<file path="src/rtl/serial_sub_pkg.sv">
// ============================================================================
// Module : serial_sub_pkg
// Brief  : Shared types and constants for the bit-serial subtractor.
//          Holds the FSM state encoding and the default operand width.
// Rev    : 1.0  initial release
// ============================================================================
`default_nettype none

package serial_sub_pkg;

  // Default operand width of the subtractor datapath
  localparam int unsigned SERIAL_SUB_WIDTH_DEFAULT = 8;

  // Controller states: wait for operands, shift bits, present result
  typedef enum logic [1:0] {
    IDLE  = 2'd0,
    SHIFT = 2'd1,
    DONE  = 2'd2
  } state_e;

  // Width of a counter that must reach w-1; never narrower than one bit
  function automatic int unsigned cnt_width(input int unsigned w);
    return (w <= 2) ? 1 : $clog2(w);
  endfunction

endpackage

`default_nettype wire

</file>
<file path="src/rtl/serial_subtractor_fs1.sv">
// ============================================================================
// Module : full_subtractor_1bit
// Brief  : Combinational one-bit subtractor cell, d = x - y - bi.
//          bo is the borrow propagated to the next more significant bit.
// Rev    : 1.0  initial release
// ============================================================================
`default_nettype none

module full_subtractor_1bit (
  input  logic x,
  input  logic y,
  input  logic bi,
  output logic d,
  output logic bo
);

  // Difference bit and borrow-out of a single bit position
  always_comb begin
    d  = x ^ y ^ bi;
    bo = (~x & y) | (~(x ^ y) & bi);
  end

endmodule

`default_nettype wire

</file>
<file path="src/rtl/serial_subtractor.sv">
// ============================================================================
// Module : serial_subtractor
// Brief  : Bit-serial unsigned subtractor, diff = a - b - bin (mod 2^WIDTH).
//          Operands are captured on a valid/ready handshake, processed one
//          bit per cycle LSB-first through a single full-subtractor cell, and
//          the result is held under a valid/ready output handshake.
//          Optional signed-overflow output enabled by macro SERIAL_SUB_OVF_EN.
// Rev    : 1.0  initial release
// ============================================================================
`default_nettype none

module serial_subtractor
  import serial_sub_pkg::*;
#(
  parameter int unsigned WIDTH = SERIAL_SUB_WIDTH_DEFAULT
) (
  input  logic             clk,
  input  logic             rst_n,
  input  logic             in_valid,
  output logic             in_ready,
  input  logic [WIDTH-1:0] a,
  input  logic [WIDTH-1:0] b,
  input  logic             bin,
  output logic             out_valid,
  input  logic             out_ready,
`ifdef SERIAL_SUB_OVF_EN
  output logic             ovf,
`endif
  output logic [WIDTH-1:0] diff,
  output logic             bout
);

  localparam int unsigned          CNT_W    = cnt_width(WIDTH);
  localparam logic [CNT_W-1:0]     CNT_LAST = CNT_W'(WIDTH - 1);

  state_e             state_q;
  logic [CNT_W-1:0]   cnt_q;
  logic [CNT_W-1:0]   cnt_d;
  logic [WIDTH-1:0]   a_q;        // minuend, shifted right one bit per cycle
  logic [WIDTH-1:0]   b_q;        // subtrahend, shifted right one bit per cycle
  logic               borrow_q;   // borrow carried into the current bit
  logic [WIDTH-1:0]   res_q;      // partial result, filled from the MSB end
  logic [WIDTH-1:0]   res_d;
  logic [WIDTH-1:0]   diff_q;     // published result, only updated on DONE entry
  logic               bout_q;
  logic               in_ready_q;
  logic               out_valid_q;
`ifdef SERIAL_SUB_OVF_EN
  logic               sign_a_q;   // operand sign bits kept aside, a_q/b_q shift them out
  logic               sign_b_q;
  logic               ovf_q;
`endif

  logic cell_d;
  logic cell_bo;

  // Single shared subtractor cell working on the current LSBs
  full_subtractor_1bit u_cell (
    .x  (a_q[0]),
    .y  (b_q[0]),
    .bi (borrow_q),
    .d  (cell_d),
    .bo (cell_bo)
  );

  // Next partial result and next bit index
  always_comb begin
    res_d = {cell_d, res_q[WIDTH-1:1]};
    cnt_d = cnt_q + CNT_W'(1);
  end

  // Controller and datapath: handshake, bit-serial shifting, result hold
  always_ff @(posedge clk or negedge rst_n) begin
    if (!rst_n) begin
      state_q     <= IDLE;
      cnt_q       <= '0;
      a_q         <= '0;
      b_q         <= '0;
      borrow_q    <= 1'b0;
      res_q       <= '0;
      diff_q      <= '0;
      bout_q      <= 1'b0;
      in_ready_q  <= 1'b1;
      out_valid_q <= 1'b0;
`ifdef SERIAL_SUB_OVF_EN
      sign_a_q    <= 1'b0;
      sign_b_q    <= 1'b0;
      ovf_q       <= 1'b0;
`endif
    end else begin
      case (state_q)
        IDLE: begin
          // in_ready is always high here, so in_valid alone completes the handshake
          if (in_valid) begin
            a_q        <= a;
            b_q        <= b;
            borrow_q   <= bin;
            cnt_q      <= '0;
            res_q      <= '0;
            in_ready_q <= 1'b0;
            state_q    <= SHIFT;
`ifdef SERIAL_SUB_OVF_EN
            sign_a_q   <= a[WIDTH-1];
            sign_b_q   <= b[WIDTH-1];
`endif
          end
        end

        SHIFT: begin
          a_q      <= a_q >> 1;
          b_q      <= b_q >> 1;
          borrow_q <= cell_bo;
          res_q    <= res_d;
          cnt_q    <= cnt_d;
          if (cnt_q == CNT_LAST) begin
            // Last bit: the cell's borrow-out is the final borrow of the word
            diff_q      <= res_d;
            bout_q      <= cell_bo;
            out_valid_q <= 1'b1;
            state_q     <= DONE;
`ifdef SERIAL_SUB_OVF_EN
            // cell_d is the result MSB on this final cycle
            ovf_q       <= (sign_a_q ^ sign_b_q) & (cell_d ^ sign_a_q);
`endif
          end
        end

        DONE: begin
          if (out_ready) begin
            out_valid_q <= 1'b0;
            in_ready_q  <= 1'b1;
            state_q     <= IDLE;
          end
        end

        default: begin
          out_valid_q <= 1'b0;
          in_ready_q  <= 1'b1;
          state_q     <= IDLE;
        end
      endcase
    end
  end

  assign in_ready  = in_ready_q;
  assign out_valid = out_valid_q;
  assign diff      = diff_q;
  assign bout      = bout_q;
`ifdef SERIAL_SUB_OVF_EN
  assign ovf       = ovf_q;
`endif

endmodule

`default_nettype wire

</file>
<file path="config.mk">
export PLATFORM = sky130hd
export DESIGN_NAME = serial_subtractor
export DESIGN_NICKNAME = d
export VERILOG_FILES = /design/src/rtl/serial_sub_pkg.sv /design/src/rtl/serial_subtractor_fs1.sv /design/src/rtl/serial_subtractor.sv
export SDC_FILE = /design/constraint.sdc
export NUM_CORES = 1
export LEC_CHECK = 0
export ABC_AREA = 1
export CAP_MARGIN = 40
export CORE_ASPECT_RATIO = 0.6
export CORE_MARGIN = 2
export CORE_UTILIZATION = 47
export CTS_CLUSTER_DIAMETER = 60
export DETAILED_ROUTE_END_ITERATION = 12
export PLACE_DENSITY = 0.75
export RECOVER_POWER = 50
export SLEW_MARGIN = 20
export SYNTH_ARGS = -nofsm -noshare
export SYNTH_HDL_FRONTEND = slang
export SYNTH_SLANG_ARGS = --single-unit
</file>
<file path="constraint.sdc">
create_clock -name clk -period 1.41 [get_ports clk]
set_clock_uncertainty 0.15 [all_clocks]
set_input_delay 0.2115 -clock clk [delete_from_list [all_inputs] [get_ports clk]]
set_output_delay 0.2115 -clock clk [all_outputs]
set_load 0.005 [all_outputs]
</file>
==> results.yml <==
floorplan:
  die_h_um: 52.4
  ioPinCount: 32
  die_area_mm2: 0.00444
  start_util: 0.496
  die_w_um: 84.7
  coreArea_mm2: 0.00370
  core.rowCount: 17
sta:
  rsz0062_at_grt: "true"
  timing.hold.ws_ns: 0.321
  finalCritPeriodShare: 1.02
  setup_ws_ns: -0.0230
  fin_crit_ns: 1.43
  finalSetupViolations: 1
  hold_viol: 0
  maxSlewViolCount: 0
  worstMarginPinSlew_ns: 0.533
  relSlewSlack: 0.645
  fmax_ghz: 0.698
power_and_ir_drop:
  combPwrFrac: 0.445
  p_int_mw: 3.06
  power.share.switching: 0.365
  power_density_mw_per_mm2: 2030
  clockPowerShare: 0.162
  pwr-share-seq: 0.393
  p_switching_mw: 1.76
  p_leak_nw: 1.28
  vdd_ir_drop_max_mv: 1.07
setup_path:
  arrival_ns: 1.49
  critPathCaptureType: "register"
  path_class: "reg2reg"
  cp_max_fo: 2
  max_stage_delay_ns: 0.53
  worst_path_most_repeated_cell: "inv_1"
  required_ns: 1.47
  path_cells: "inv_1 -> fa_1 -> inv_1 -> o22ai_1"
  crit_buf_inv: 2
  cpMaxStageDelayCell: "fa_1"
  start_kind: "register"
  crit_family: "adder cells"
synth:
  async_flop_share: 1.00
  netlist_top_cells_count: "nand2_1, dfrtp_1, inv_1"
  synthesis.yosys.warnings: 0
  ys_types: 24
  yosys.cell_count.top_type: "nand2_1"
  synthesis.nets: 237
  synth_cells: 213
  yosys_most_used_dff: "dfrtp_1"
  synth.top_cells.by_area: "dfrtp_1, nand2_1, inv_1"
  syn_area_mm2: 0.00184
  seq_area_frac_synth: 0.546
  avgSynthCellArea_um2: 8.62
  yosys.area.top_type: "dfrtp_1"
  synth.ff_latch_count: 40
  synth_edf_count: 0
  yosysTopAreaCellShare: 0.531
routing:
  vias_per_cell: 4.65
  vias: 1441
  first_pass_iters: 4
  drtAntennaViolNets: 0
  drc: 0
  first_iter_violations: 96
  routed_wl_um: 3760
  wl_per_cell_um: 12.1
grt:
  grt_usage: 0.183
  first_global_vias: 1300
  grt_pass1_wl_um: 6000
  grt_overflow_total: 0
  antenna_found_initial: 0
  grt_start_max_net_pins: 41
clock_network:
  cts_made_buffers: 5
  cts_buffer_depth: 2
  clk_latency_ns: 0.30
  htree_levels: 2
  cts_tree: "done"
  root_buffer: "clkbuf_8"
  path_clk_slew_ns: 0.07
  clock_sinks: 40
outcome:
  violations: "setup timing"
  status: "finished with violations"
place:
  post_dp_cell_area_mm2: 0.00226
  numPlacedInstances: 296
  port_buffers: 31
  dp_hpwl_um: 2530
  place_ws_ns: -0.0726
  gp_congestion: 0.792
cells_and_area:
  antenna_cells: 0
  seqCellArea_mm2: 0.00100
  drive_above_1_share: 0.160
  fill_cells: 339
  multi_input_area_um2: 654
  nets: 286
  final_cells: 310
  finalInstanceArea_mm2: 0.00238
  syn2layout_area_growth_pct: 29.6
hold_path:
  min_path_type: "reg2reg"
flow_run:
  cap_violations: 0
## registers in the layout, indices dropped and copies added, names as in the netlist
register / flops
diff: 8
bout: 1
b_q: 8
in_ready: 1
state_q: 2
borrow_q: 1
res_q: 7
a_q: 8
cnt_q: 3
out_valid: 1
## worst reg2reg max path, delay by kind of cell, from the launching register on
kind	cells	cell delay (ns)
adders and majority gates	1	0.53
DFF	1	0.36
AOI/OAI and AO/OA	1	0.18
buffers and inverters	2	0.12
## cell type report
| cell class | instances | area share |
|---|---|---|
| Multi-Input combinational cell | 132 | 0.275 |
| Sequential cell | 40 | 0.421 |
| Clock buffer | 8 | 0.0379 |
| Inverter | 33 | 0.0536 |
| Timing Repair Buffer | 50 | 0.188 |
| Tap cell | 47 | 0.0247 |
## layout by cell type, fill, tap and decap left out, types with 2 or more instances in the layout
cell	instances
o22ai_1	9
nand2_1	76
o21ai_1	9
clkdlybuf4s50_1	19
clkbuf_1	2
clkbuf_2	2
nand2_4	2
or2_1	5
inv_2	2
clkbuf_8	6
buf_4	14
a21oi_1	2
inv_1	29
dlygate4sd2_1	10
nand3_1	15
or2_2	6
dfrtp_1	39
## repair_timing
item                                   4_1_cts  5_1_grt
setup endpoints to repair                   19        8
buffers inserted                             3        2
hold buffers                                 1        0
resized for setup                           14        3
pin swaps                                    1        0
endpoints found under the hold margin       40        0
cloned                                       0        0
## routing by layer
metal	vias to the layer above	share of wire	GRT usage
li1	752	-	-
met2	28	0.43	0.260
met3	2	0.053	0.0724
met5	-	0	0
met4	0	0.0032	0.0556
met1	659	0.51	0.257
## final timing paths
path                       depth (start not counted)  slack (ns)                    to                 start
setup / recovery                                   4       -0.02  res_q[7]$_DFFE_PN0P_    b_q[0]$_DFFE_PN0P_
hold / removal                                     2        0.32  in_ready$_DFFE_PN1P_  in_ready$_DFFE_PN1P_
setup reg to reg                                   4       -0.02  res_q[7]$_DFFE_PN0P_    b_q[0]$_DFFE_PN0P_
hold reg to reg                                    2        0.32  in_ready$_DFFE_PN1P_  in_ready$_DFFE_PN1P_
max in group asynchronous                          3        0.34  in_ready$_DFFE_PN1P_                 rst_n
min in group asynchronous                          3        0.39   diff[5]$_DFFE_PN0P_                 rst_n
## per-stage QoR
stage | setup TNS, ns | power [mW] | util
after floorplan | 0 | 3.24 | -
after global placement | -0.477 | 3.90 | 0.610
after detailed placement | -1.25 | 3.98 | 0.610
after CTS | 0 | 4.74 | 0.641
after global routing | -0.0825 | 5.26 | 0.643
final | -0.0230 | 4.82 | 0.643
## power by group through the flow
stage	Clock [mW]	Sequential, mW	Combinational (mW)
3_5_place_dp	0	1.92	2.06
5_1_grt	0.859	1.96	2.45
6_report	0.782	1.89	2.15
3_3_place_gp	0	1.90	2.00
4_1_cts	0.798	1.89	2.05
2_1_floorplan	0	1.89	1.35
## kinds of logic (layout without fill, tap and decap cells)
kind of cell / count (synthesis) / count (layout) / synth area share
AO/OA/AOI/OAI: 21 / 21 / 0.0647
adder cells (fa/ha/maj): 3 / 3 / 0.0245
buffers and inverters: 41 / 91 / 0.106
flip-flops: 40 / 40 / 0.546
AND/OR/NAND/NOR: 108 / 108 / 0.259
(Power assumes the default switching activity.)
